--- config.mk ---
export PLATFORM = sky130hd
export DESIGN_NAME = piu_pchlist_buf_flat
export DESIGN_NICKNAME = d
export VERILOG_FILES = /design/src/rtl/piu_pchlist_buf_if.sv /design/src/rtl/piu_pchlist_buf.sv /design/src/flat_wrapper.sv
export SDC_FILE = /design/constraint.sdc
export NUM_CORES = 1
export LEC_CHECK = 0
export CORE_ASPECT_RATIO = 1.2
export CORE_MARGIN = 2
export CORE_UTILIZATION = 54
export DETAILED_ROUTE_END_ITERATION = 16
export HOLD_SLACK_MARGIN = 0.03
export PLACE_DENSITY = 0.87
export SYNTH_ARGS = -nofsm -noshare
export SYNTH_HDL_FRONTEND = slang
export SYNTH_SLANG_ARGS = --single-unit
--- constraint.sdc ---
create_clock -name clk -period 3.3 [get_ports clk]
set_input_delay 0.66 -clock clk [delete_from_list [all_inputs] [get_ports clk]]
set_output_delay 0.66 -clock clk [all_outputs]
set_load 0.02 [all_outputs]
--- src/rtl/piu_pchlist_buf_if.sv ---
// Write-beat channel and committed per-patch list bus between the instruction
// decoder (master) and the double-buffered patch list (slave).
interface piu_pchlist_buf_if #(
    parameter int NUM_PCH    = 16,
    parameter int PCHADDR_BW = 4,
    parameter int OPCODE_BW  = 4,
    parameter int LQADDR_BW  = 4
);
    logic                          wr_valid;
    logic                          wr_ready;
    logic [PCHADDR_BW-1:0]         wr_pchidx;
    logic [OPCODE_BW-1:0]          wr_opcode;
    logic [LQADDR_BW-1:0]          wr_mreg;
    logic [1:0]                    wr_pp;
    logic                          wr_last;
    logic [OPCODE_BW-1:0]          wr_inst_opcode;

    logic                          out_valid;
    logic                          out_ready;
    logic [NUM_PCH*OPCODE_BW-1:0]  pchop_list_reg0;
    logic [NUM_PCH*OPCODE_BW-1:0]  pchop_list_reg1;
    logic [NUM_PCH*LQADDR_BW-1:0]  pchmreg_list_reg0;
    logic [NUM_PCH*LQADDR_BW-1:0]  pchmreg_list_reg1;
    logic [NUM_PCH*2-1:0]          pchpp_list_reg0;
    logic [NUM_PCH*2-1:0]          pchpp_list_reg1;
    logic [OPCODE_BW-1:0]          opcode_reg;
    logic                          err_overflow;

    modport master (
        output wr_valid, wr_pchidx, wr_opcode, wr_mreg, wr_pp, wr_last, wr_inst_opcode, out_ready,
        input  wr_ready, out_valid, pchop_list_reg0, pchop_list_reg1, pchmreg_list_reg0,
               pchmreg_list_reg1, pchpp_list_reg0, pchpp_list_reg1, opcode_reg, err_overflow
    );

    modport slave (
        input  wr_valid, wr_pchidx, wr_opcode, wr_mreg, wr_pp, wr_last, wr_inst_opcode, out_ready,
        output wr_ready, out_valid, pchop_list_reg0, pchop_list_reg1, pchmreg_list_reg0,
               pchmreg_list_reg1, pchpp_list_reg0, pchpp_list_reg1, opcode_reg, err_overflow
    );
endinterface

--- src/rtl/piu_pchlist_buf.sv ---
// Double-buffered per-patch instruction list: beats build a two-slot-per-patch
// bank that is committed into a registered output bank on the instruction's last beat.
module piu_pchlist_buf #(
    parameter int NUM_PCH        = 16,
    parameter int PCHADDR_BW     = 4,
    parameter int OPCODE_BW      = 4,
    parameter int LQADDR_BW      = 4,
    parameter int INVALID_OPCODE = 0
) (
    input  logic              clk,
    input  logic              rst,
    piu_pchlist_buf_if.slave  bus
);
    localparam logic [OPCODE_BW-1:0] INV_OP = OPCODE_BW'(INVALID_OPCODE);

    typedef enum logic {S_FILL, S_PEND} state_t;

    typedef logic [NUM_PCH-1:0][OPCODE_BW-1:0] op_arr_t;
    typedef logic [NUM_PCH-1:0][LQADDR_BW-1:0] mreg_arr_t;
    typedef logic [NUM_PCH-1:0][1:0]           pp_arr_t;

    state_t                 state_q, state_d;
    logic [NUM_PCH-1:0][1:0] cnt_q, cnt_d, wcnt;
    op_arr_t                bop0_q, bop1_q, bop0_d, bop1_d, wop0, wop1;
    mreg_arr_t              bmreg0_q, bmreg1_q, bmreg0_d, bmreg1_d, wmreg0, wmreg1;
    pp_arr_t                bpp0_q, bpp1_q, bpp0_d, bpp1_d, wpp0, wpp1;
    op_arr_t                op0_q, op1_q, op0_d, op1_d;
    mreg_arr_t              mreg0_q, mreg1_q, mreg0_d, mreg1_d;
    pp_arr_t                pp0_q, pp1_q, pp0_d, pp1_d;
    logic [OPCODE_BW-1:0]   opcode_q, opcode_d, inst_op_q, inst_op_d, commit_op;
    logic                   out_valid_q, out_valid_d, err_q, err_d;
    logic                   wr_ready, accept, bank_free, commit, go_pend, ovf, idx_ok;

    generate
        if (NUM_PCH == (1 << PCHADDR_BW)) begin : g_idx_full
            assign idx_ok = 1'b1;
        end else begin : g_idx_chk
            assign idx_ok = {1'b0, bus.wr_pchidx} < (PCHADDR_BW+1)'(NUM_PCH);
        end
    endgenerate

    assign accept    = bus.wr_valid & wr_ready;
    assign bank_free = ~out_valid_q | bus.out_ready;
    assign go_pend   = accept & bus.wr_last & ~bank_free;

    // FSM: state register
    always_ff @(posedge clk) begin
        if (rst) state_q <= S_FILL;
        else     state_q <= state_d;
    end

    // FSM: next state
    always_comb begin
        state_d = state_q;
        case (state_q)
            S_FILL:  if (go_pend)   state_d = S_PEND;
            S_PEND:  if (bank_free) state_d = S_FILL;
            default: state_d = S_FILL;
        endcase
    end

    // FSM: outputs
    always_comb begin
        wr_ready  = 1'b0;
        commit    = 1'b0;
        commit_op = inst_op_q;
        case (state_q)
            S_FILL: begin
                wr_ready  = 1'b1;
                commit    = accept & bus.wr_last & bank_free;
                commit_op = bus.wr_inst_opcode;
            end
            S_PEND:  commit = bank_free;
            default: ;
        endcase
    end

    // Build bank with the current beat merged in; feeds both the bank and a bypass commit.
    always_comb begin
        wop0 = bop0_q;  wop1 = bop1_q;
        wmreg0 = bmreg0_q;  wmreg1 = bmreg1_q;
        wpp0 = bpp0_q;  wpp1 = bpp1_q;
        wcnt = cnt_q;
        ovf  = 1'b0;
        if (accept) begin
            if (!idx_ok) begin
                ovf = 1'b1;
            end else begin
                case (cnt_q[bus.wr_pchidx])
                    2'd0: begin
                        wop0[bus.wr_pchidx]   = bus.wr_opcode;
                        wmreg0[bus.wr_pchidx] = bus.wr_mreg;
                        wpp0[bus.wr_pchidx]   = bus.wr_pp;
                        wcnt[bus.wr_pchidx]   = 2'd1;
                    end
                    2'd1: begin
                        wop1[bus.wr_pchidx]   = bus.wr_opcode;
                        wmreg1[bus.wr_pchidx] = bus.wr_mreg;
                        wpp1[bus.wr_pchidx]   = bus.wr_pp;
                        wcnt[bus.wr_pchidx]   = 2'd2;
                    end
                    default: ovf = 1'b1;
                endcase
            end
        end
    end

    always_comb begin
        bop0_d = wop0;  bop1_d = wop1;
        bmreg0_d = wmreg0;  bmreg1_d = wmreg1;
        bpp0_d = wpp0;  bpp1_d = wpp1;
        cnt_d  = wcnt;
        op0_d = op0_q;  op1_d = op1_q;
        mreg0_d = mreg0_q;  mreg1_d = mreg1_q;
        pp0_d = pp0_q;  pp1_d = pp1_q;
        opcode_d    = opcode_q;
        out_valid_d = out_valid_q & ~bus.out_ready;
        inst_op_d   = go_pend ? bus.wr_inst_opcode : inst_op_q;
        err_d       = err_q | ovf;
        if (commit) begin
            op0_d = wop0;  op1_d = wop1;
            mreg0_d = wmreg0;  mreg1_d = wmreg1;
            pp0_d = wpp0;  pp1_d = wpp1;
            opcode_d    = commit_op;
            out_valid_d = 1'b1;
            bop0_d = {NUM_PCH{INV_OP}};  bop1_d = {NUM_PCH{INV_OP}};
            bmreg0_d = '0;  bmreg1_d = '0;
            bpp0_d = '0;  bpp1_d = '0;
            cnt_d  = '0;
        end
    end

    always_ff @(posedge clk) begin
        if (rst) begin
            bop0_q <= {NUM_PCH{INV_OP}};  bop1_q <= {NUM_PCH{INV_OP}};
            bmreg0_q <= '0;  bmreg1_q <= '0;
            bpp0_q <= '0;  bpp1_q <= '0;
            cnt_q  <= '0;
            op0_q <= {NUM_PCH{INV_OP}};  op1_q <= {NUM_PCH{INV_OP}};
            mreg0_q <= '0;  mreg1_q <= '0;
            pp0_q <= '0;  pp1_q <= '0;
            opcode_q    <= INV_OP;
            inst_op_q   <= INV_OP;
            out_valid_q <= 1'b0;
            err_q       <= 1'b0;
        end else begin
            bop0_q <= bop0_d;  bop1_q <= bop1_d;
            bmreg0_q <= bmreg0_d;  bmreg1_q <= bmreg1_d;
            bpp0_q <= bpp0_d;  bpp1_q <= bpp1_d;
            cnt_q  <= cnt_d;
            op0_q <= op0_d;  op1_q <= op1_d;
            mreg0_q <= mreg0_d;  mreg1_q <= mreg1_d;
            pp0_q <= pp0_d;  pp1_q <= pp1_d;
            opcode_q    <= opcode_d;
            inst_op_q   <= inst_op_d;
            out_valid_q <= out_valid_d;
            err_q       <= err_d;
        end
    end

    assign bus.wr_ready          = wr_ready;
    assign bus.out_valid         = out_valid_q;
    assign bus.pchop_list_reg0   = op0_q;
    assign bus.pchop_list_reg1   = op1_q;
    assign bus.pchmreg_list_reg0 = mreg0_q;
    assign bus.pchmreg_list_reg1 = mreg1_q;
    assign bus.pchpp_list_reg0   = pp0_q;
    assign bus.pchpp_list_reg1   = pp1_q;
    assign bus.opcode_reg        = opcode_q;
    assign bus.err_overflow      = err_q;
endmodule
--- src/flat_wrapper.sv ---
// flat-port wrapper written by rule: the top's interface ports become plain ports
module piu_pchlist_buf_flat 
#(
    parameter int NUM_PCH        = 16,
    parameter int PCHADDR_BW     = 4,
    parameter int OPCODE_BW      = 4,
    parameter int LQADDR_BW      = 4,
    parameter int INVALID_OPCODE = 0
)
  (clk, rst, bus_wr_valid, bus_wr_pchidx, bus_wr_opcode, bus_wr_mreg, bus_wr_pp, bus_wr_last, bus_wr_inst_opcode, bus_out_ready, bus_wr_ready, bus_out_valid, bus_pchop_list_reg0, bus_pchop_list_reg1, bus_pchmreg_list_reg0, bus_pchmreg_list_reg1, bus_pchpp_list_reg0, bus_pchpp_list_reg1, bus_opcode_reg, bus_err_overflow);
  piu_pchlist_buf_if #(.NUM_PCH(NUM_PCH), .PCHADDR_BW(PCHADDR_BW), .OPCODE_BW(OPCODE_BW), .LQADDR_BW(LQADDR_BW)) bus_i ();
  input  logic clk;
  input  logic rst;
  input wire logic [$bits(bus_i.wr_valid)-1:0] bus_wr_valid;
  input wire logic [$bits(bus_i.wr_pchidx)-1:0] bus_wr_pchidx;
  input wire logic [$bits(bus_i.wr_opcode)-1:0] bus_wr_opcode;
  input wire logic [$bits(bus_i.wr_mreg)-1:0] bus_wr_mreg;
  input wire logic [$bits(bus_i.wr_pp)-1:0] bus_wr_pp;
  input wire logic [$bits(bus_i.wr_last)-1:0] bus_wr_last;
  input wire logic [$bits(bus_i.wr_inst_opcode)-1:0] bus_wr_inst_opcode;
  input wire logic [$bits(bus_i.out_ready)-1:0] bus_out_ready;
  output wire logic [$bits(bus_i.wr_ready)-1:0] bus_wr_ready;
  output wire logic [$bits(bus_i.out_valid)-1:0] bus_out_valid;
  output wire logic [$bits(bus_i.pchop_list_reg0)-1:0] bus_pchop_list_reg0;
  output wire logic [$bits(bus_i.pchop_list_reg1)-1:0] bus_pchop_list_reg1;
  output wire logic [$bits(bus_i.pchmreg_list_reg0)-1:0] bus_pchmreg_list_reg0;
  output wire logic [$bits(bus_i.pchmreg_list_reg1)-1:0] bus_pchmreg_list_reg1;
  output wire logic [$bits(bus_i.pchpp_list_reg0)-1:0] bus_pchpp_list_reg0;
  output wire logic [$bits(bus_i.pchpp_list_reg1)-1:0] bus_pchpp_list_reg1;
  output wire logic [$bits(bus_i.opcode_reg)-1:0] bus_opcode_reg;
  output wire logic [$bits(bus_i.err_overflow)-1:0] bus_err_overflow;
  assign bus_i.wr_valid = bus_wr_valid;
  assign bus_i.wr_pchidx = bus_wr_pchidx;
  assign bus_i.wr_opcode = bus_wr_opcode;
  assign bus_i.wr_mreg = bus_wr_mreg;
  assign bus_i.wr_pp = bus_wr_pp;
  assign bus_i.wr_last = bus_wr_last;
  assign bus_i.wr_inst_opcode = bus_wr_inst_opcode;
  assign bus_i.out_ready = bus_out_ready;
  assign bus_wr_ready = bus_i.wr_ready;
  assign bus_out_valid = bus_i.out_valid;
  assign bus_pchop_list_reg0 = bus_i.pchop_list_reg0;
  assign bus_pchop_list_reg1 = bus_i.pchop_list_reg1;
  assign bus_pchmreg_list_reg0 = bus_i.pchmreg_list_reg0;
  assign bus_pchmreg_list_reg1 = bus_i.pchmreg_list_reg1;
  assign bus_pchpp_list_reg0 = bus_i.pchpp_list_reg0;
  assign bus_pchpp_list_reg1 = bus_i.pchpp_list_reg1;
  assign bus_opcode_reg = bus_i.opcode_reg;
  assign bus_err_overflow = bus_i.err_overflow;
  piu_pchlist_buf #(.NUM_PCH(NUM_PCH), .PCHADDR_BW(PCHADDR_BW), .OPCODE_BW(OPCODE_BW), .LQADDR_BW(LQADDR_BW), .INVALID_OPCODE(INVALID_OPCODE)) u_core (.clk(clk), .rst(rst), .bus(bus_i));
endmodule
Yosys cells after proc, flatten, opt, wreduce, memory -nomap -nowiden

Cells that the tools add are included.

Logic and storage cells: 273
Register bits after elaboration: 683
Output and inout bits: 327
Bits of input ports: 23

Muxes and demuxes: 34
Bitwise operators: 17
Equal/unequal tests: 1
Reduce and logical (&&, ||, !) cells: 6
Magnitude comparators: 2

Operators with widths:

| cell                 | count |
|---|---|
| $mux W64             | 8 |
| $bwmux W64           | 4 |
| $mux W32             | 4 |
| $bwmux W32           | 2 |
| $pmux W32 S2         | 1 |
| $and A16 B16 Y16     | 2 |
| $not A16 Y16         | 2 |
| $or A16 B16 Y16      | 2 |
| $demux W4 S4         | 1 |
| $bmux W2 S4          | 1 |
| $demux W2 S4         | 1 |
| $mux W4              | 2 |
| $mux W1              | 6 |
| $and A1 B1 Y1        | 5 |
| $lt A4 B5 Y1 const B | 1 |
| $ge A4 B1 Y1 const B | 1 |
| $mux W2              | 2 |
| $not A1 Y1           | 4 |
| $pmux W1 S2          | 2 |
| $reduce_or A2 Y1     | 2 |
| $eq A2 B1 Y1 const B | 1 |
| $logic_not A2 Y1     | 1 |
| $or A1 B1 Y1         | 2 |
| $reduce_and A2 Y1    | 1 |
| 2 further kinds      | 2 |

Logic depth before layout (Yosys ltp)

Gate-level depths: netlist (run 1).

Depth after elaboration: 7
Gate-level depth with buffers: 10
Depth with buffers taken out: 5

Worst setup path after synthesis (run 1)

OpenSTA, ideal clock, no wires.

Kind: input to register
Start: in bus_wr_pchidx[0]
End: reg u_core.pp1_q (netlist bit u_core.bus.pchpp_list_reg1[24])
Arrival: 2.675 ns
Library setup time: 0.137 ns
Stages on the path: 8
Buffers on the path: 3
Required time: 3.163 ns
Path slack: 0.488 ns
Path through: buf_2 > buf_2 > nor4bb_1 > nand2_1 > a211oi_1 > buf_4 > mux2i_1 > a211oi_1

Cells in the longest elaborated chain, start to end: 7
Elaborated cells between the ends (all ways): 11
Those cells by class: order compare (2); eq/ne (1); mux (7); reduce/logical (1)

Ends and longest elaborated chain:

| element                                                                   | line                   | text |
|---|---|---|
| start: declaration                                                        | flat_wrapper.sv:15     | `input wire logic [$bits(bus_i.wr_pchidx)-1:0] bus_wr_pchidx;` |
| $lt A4 B5 Y1 (implied by the code) / $ge A4 B1 Y1 (equally long branches) | piu_pchlist_buf.sv:99  | `wpp1[bus.wr_pchidx] = bus.wr_pp;` |
| $logic_and A1 B1 Y1 (implied by the code)                                 | piu_pchlist_buf.sv:99  |  |
| $mux W2 (implied by the code)                                             | piu_pchlist_buf.sv:99  |  |
| $demux W2 S4                                                              | -                      |  |
| $bwmux W32                                                                | piu_pchlist_buf.sv:99  |  |
| $mux W32 (*)                                                              | piu_pchlist_buf.sv:89  | `case (cnt_q[bus.wr_pchidx])` |
| $mux W32 (*)                                                              | piu_pchlist_buf.sv:85  | `if (accept) begin` |
| end signal: assignment                                                    | piu_pchlist_buf.sv:153 | `pp0_q <= pp0_d; pp1_q <= pp1_d;` |
| end: declaration                                                          | piu_pchlist_buf.sv:29  | `pp_arr_t pp0_q, pp1_q, pp0_d, pp1_d;` |

Every way passes the cells marked *; elsewhere a longest branch is shown, timed or not. The select of a mux whose other input is x is not followed.
A chain may end at the register's enable or synchronous reset.

==> impl_metrics.env, run 1 <==
export IMPL_synth_top_area_frac=0.551
export IMPL_fin_util=0.719
export IMPL_nets=2893
export IMPL_ir_worst_vdd_v=0.000534
export IMPL_dieHeight_microns=239
export IMPL_cts_tree="built"
export IMPL_dieArea_sq_mm=0.0477
export IMPL_fillers=3087
export IMPL_maxSlewViolCount=0
export IMPL_vias=21742
export IMPL_layout_cells_non_filler=3537
export IMPL_syn_inst=2458
export IMPL_critPathBufInv=3
export IMPL_areaGrowthSynthToFinish_pct=32.0
export IMPL_critPathKind="input pin to register"
export IMPL_postSynth_asyncResetShare=0
export IMPL_ys_ff_latch=683
export IMPL_worstPathMaxFanout=9
export IMPL_finalCritPeriodShare=0.915
export IMPL_ios=350
export IMPL_drc=0
export IMPL_clk_pin_slew_worst_paths_ns=0.07
export IMPL_dp_hpwl_microns=56100
export IMPL_crit_required_ns=3.81
export IMPL_ys_top_cells_by_area="dfxtp_1, mux2i_1, nor2_1"
export IMPL_finalClockSkew_ns=0.0279
export IMPL_post_cts_setup_buffers=0
export IMPL_dp_cells=3418
export IMPL_routedWlPerCell_microns=23.6
export IMPL_overflow=0
export IMPL_cpMostUsedCell="buf_4"
export IMPL_ant_nets=0
export IMPL_synthesis_nets=2481
export IMPL_vias_per_cell=6.15
export IMPL_avgSynthCellArea_sq_um=10.1
export IMPL_cts_buffers=66
export IMPL_port_buffer_count=349
export IMPL_antennaDiodeCount=0
export IMPL_fmax_mhz=331
export IMPL_grt_max_degree=151
export IMPL_drive_above_1_share=0.128
export IMPL_worstSkewPairLatency_ns=0.62
export IMPL_slew_headroom=0.215
export IMPL_cts_hold_buf=0
export IMPL_rsz0062_at_grt="no"
export IMPL_static_leakage_power_uw=0.0120
export IMPL_p_seq_frac=0.459
export IMPL_r2r_setup_slack_ns=0.74
export IMPL_wl_microns=83500
export IMPL_crit_arrival_ns=3.53
export IMPL_clkPwrFrac=0.454
export IMPL_critPathCaptureType="register"
export IMPL_switching_power_uw=4420
export IMPL_critPathTopFamily="compound AO/OA/AOI/OAI gates"
export IMPL_synth_area_leader_cell="dfxtp_1"
export IMPL_track_usage=0.346
export IMPL_place_area_sq_mm=0.0303
export IMPL_hold_viol=0
export IMPL_cellPowerDensity_mw_per_mm2=564
export IMPL_start_util=0.544
export IMPL_critPathMaxStageDelay_ns=0.68
export IMPL_synthTopCellsByCount="dfxtp_1, nor2_1, mux2i_1, clkbuf_1, a211oi_1"
export IMPL_p_total_uw=18500
export IMPL_synth_distinct_cells=55
export IMPL_max_cap_violations=0
export IMPL_cts_sinks=683
export IMPL_synth_flop_cell="dfxtp_1"
export IMPL_core_area_sq_mm=0.0456
export IMPL_comb_power_share=0.087
export IMPL_hold_path_class="register to register"
export IMPL_post_route_min_period_ns=3.02
export IMPL_ys_seq_area_frac=0.551
export IMPL_h_tree_depth=3
export IMPL_yosysMostFrequentCell="dfxtp_1"
export IMPL_fin_setup_tns_ns=0
export IMPL_start_kind="input pin"
export IMPL_first_pass_iters=5
export IMPL_cts_resized=0
export IMPL_swShare=0.239
export IMPL_drt_iter0_markers=1878
export IMPL_antenna_found_initial=1
export IMPL_synth_edf_count=0
export IMPL_p_int_uw=14100
export IMPL_cp_slowest_cell="a21oi_1"
export IMPL_die_w_microns=200
export IMPL_place_gp_congestion=0.962
export IMPL_setup_viol=0
export IMPL_netlist_area_sq_mm=0.0248
export IMPL_synth_warning_count=0
export IMPL_rows=86
export IMPL_rr_worst_depth=7
export IMPL_path_cells="clkdlybuf4s50_1, buf_4, mux2i_1, a22oi_1, a211oi_4, buf_4, a21oi_1, a21boi_0"
export IMPL_final_cell_area_sq_mm=0.0328
export IMPL_cts_root_buf="clkbuf_16"
export IMPL_outcome="complete, no violations"
export IMPL_worst_slew_pin_slew_ns=1.17
export IMPL_clock_path_buffers=3
export IMPL_critPathLaunch="bus_wr_pchidx[1]"
export IMPL_worstSetupPathDepth=8
export IMPL_grt_pass1_vias=21854
export IMPL_grt_pass1_wl_microns=127000
export IMPL_r2r_start="u_core.state_q"
==> layout make-up <==
cell class | count | area (sq um) | share of cell area
clock buffer | 89 | 1910 | 0.0582
clock inverter | 30 | 538 | 0.0164
multi-input combinational | 1533 | 10400 | 0.316
timing repair buffer | 567 | 5470 | 0.167
tap | 616 | 771 | 0.0235
inverter | 19 | 71.3 | 0.00218
sequential | 683 | 13700 | 0.417
==> how the worst min path moves through the flow <==
| stage | endpoint | start | cells past startpoint | slack, ns |
|---|---|---|---|---|
| 2_1_floorplan | register | register | 2 | 0.42 |
| 3_3_place_gp | u_core.bus.pchmreg_list_reg1[39] | u_core.bus.pchmreg_list_reg1[39] | 2 | 0.43 |
| 3_5_place_dp | register | register | 2 | 0.44 |
| 4_1_cts | u_core.bus.pchpp_list_reg0[31] | rst | 2 | 0.42 |
| 5_1_grt | u_core.bus.pchop_list_reg0[7] | rst | 2 | 0.46 |
| 6_report | register | register | 2 | 0.46 |
==> cells by family (layout without fill, tap and decap cells) <==
group | after synthesis | count (layout) | synth area share
buffers and inverters | 242 | 705 | 0.0393
and+or+nand+nor | 708 | 708 | 0.126
muxes | 193 | 193 | 0.0801
DFF | 683 | 683 | 0.551
AOI/OAI and AO/OA | 632 | 632 | 0.204
==> cells in the final DEF, fill, tap and decap left out, drive strengths merged, types with 6 or more instances in the layout <==
master and count:
nor3 32, dfxtp 683, mux2i 184, clkdlybuf4s50 348, nand3 53, a311oi 14, o21a 11, a32o 14
nand4 7, clkbuf 89, a221o 120, nand2 79, o211ai 35, nor2 398, o21ai 53, nor4 9
a211oi 178, bufinv 13, a22o 6, a22oi 27, a21oi 55, a211o 7, clkinv 16, buf 219
and2 96, o221ai 8, and3 12, inv 20, nor2b 10, a31oi 9, o2bb2ai 83
==> tightest hold or removal path: stages, from the launching register on <==
cell	delay, ns
dfxtp_1	0.32
inv_1	0.05
a21oi_1	0.05
==> stage by stage <==
step           hold WS [ns]  worst slack [ns]
3_5_place_dp          0.435            -0.289
4_1_cts               0.423             0.327
3_3_place_gp          0.435            -0.266
6_report              0.457             0.280
5_1_grt               0.456            0.0507
2_1_floorplan         0.418             0.488
==> routing by layer <==
metal  part of all wire  GRT usage
met1               0.38      0.411
met5            0.00014          0
met2               0.48      0.575
met3              0.089     0.0790
met4              0.055      0.198
==> power groups by stage <==
| stage | sequential, uW | combinational, uW | clock (uW) |
|---|---|---|---|
| after floorplan | 8820 | 645 | 0 |
| after detailed placement | 8670 | 1570 | 0 |
| after CTS | 8490 | 1580 | 8430 |
| after global routing | 8500 | 1690 | 8770 |
| final | 8490 | 1610 | 8400 |
| after global placement | 8670 | 1540 | 0 |
No activity file was read; power rests on OpenSTA's default activity.
==> run 2: changes to the inputs <==
--- a/config.mk
+++ b/config.mk
@@ -14,3 +14,4 @@
 export SYNTH_ARGS = -nofsm -noshare
 export SYNTH_HDL_FRONTEND = slang
 export SYNTH_SLANG_ARGS = --single-unit
+export TNS_END_PERCENT = 50
==> results of run 2 <==
No change in the layout: final DEF, timing and power equal those of run 1.
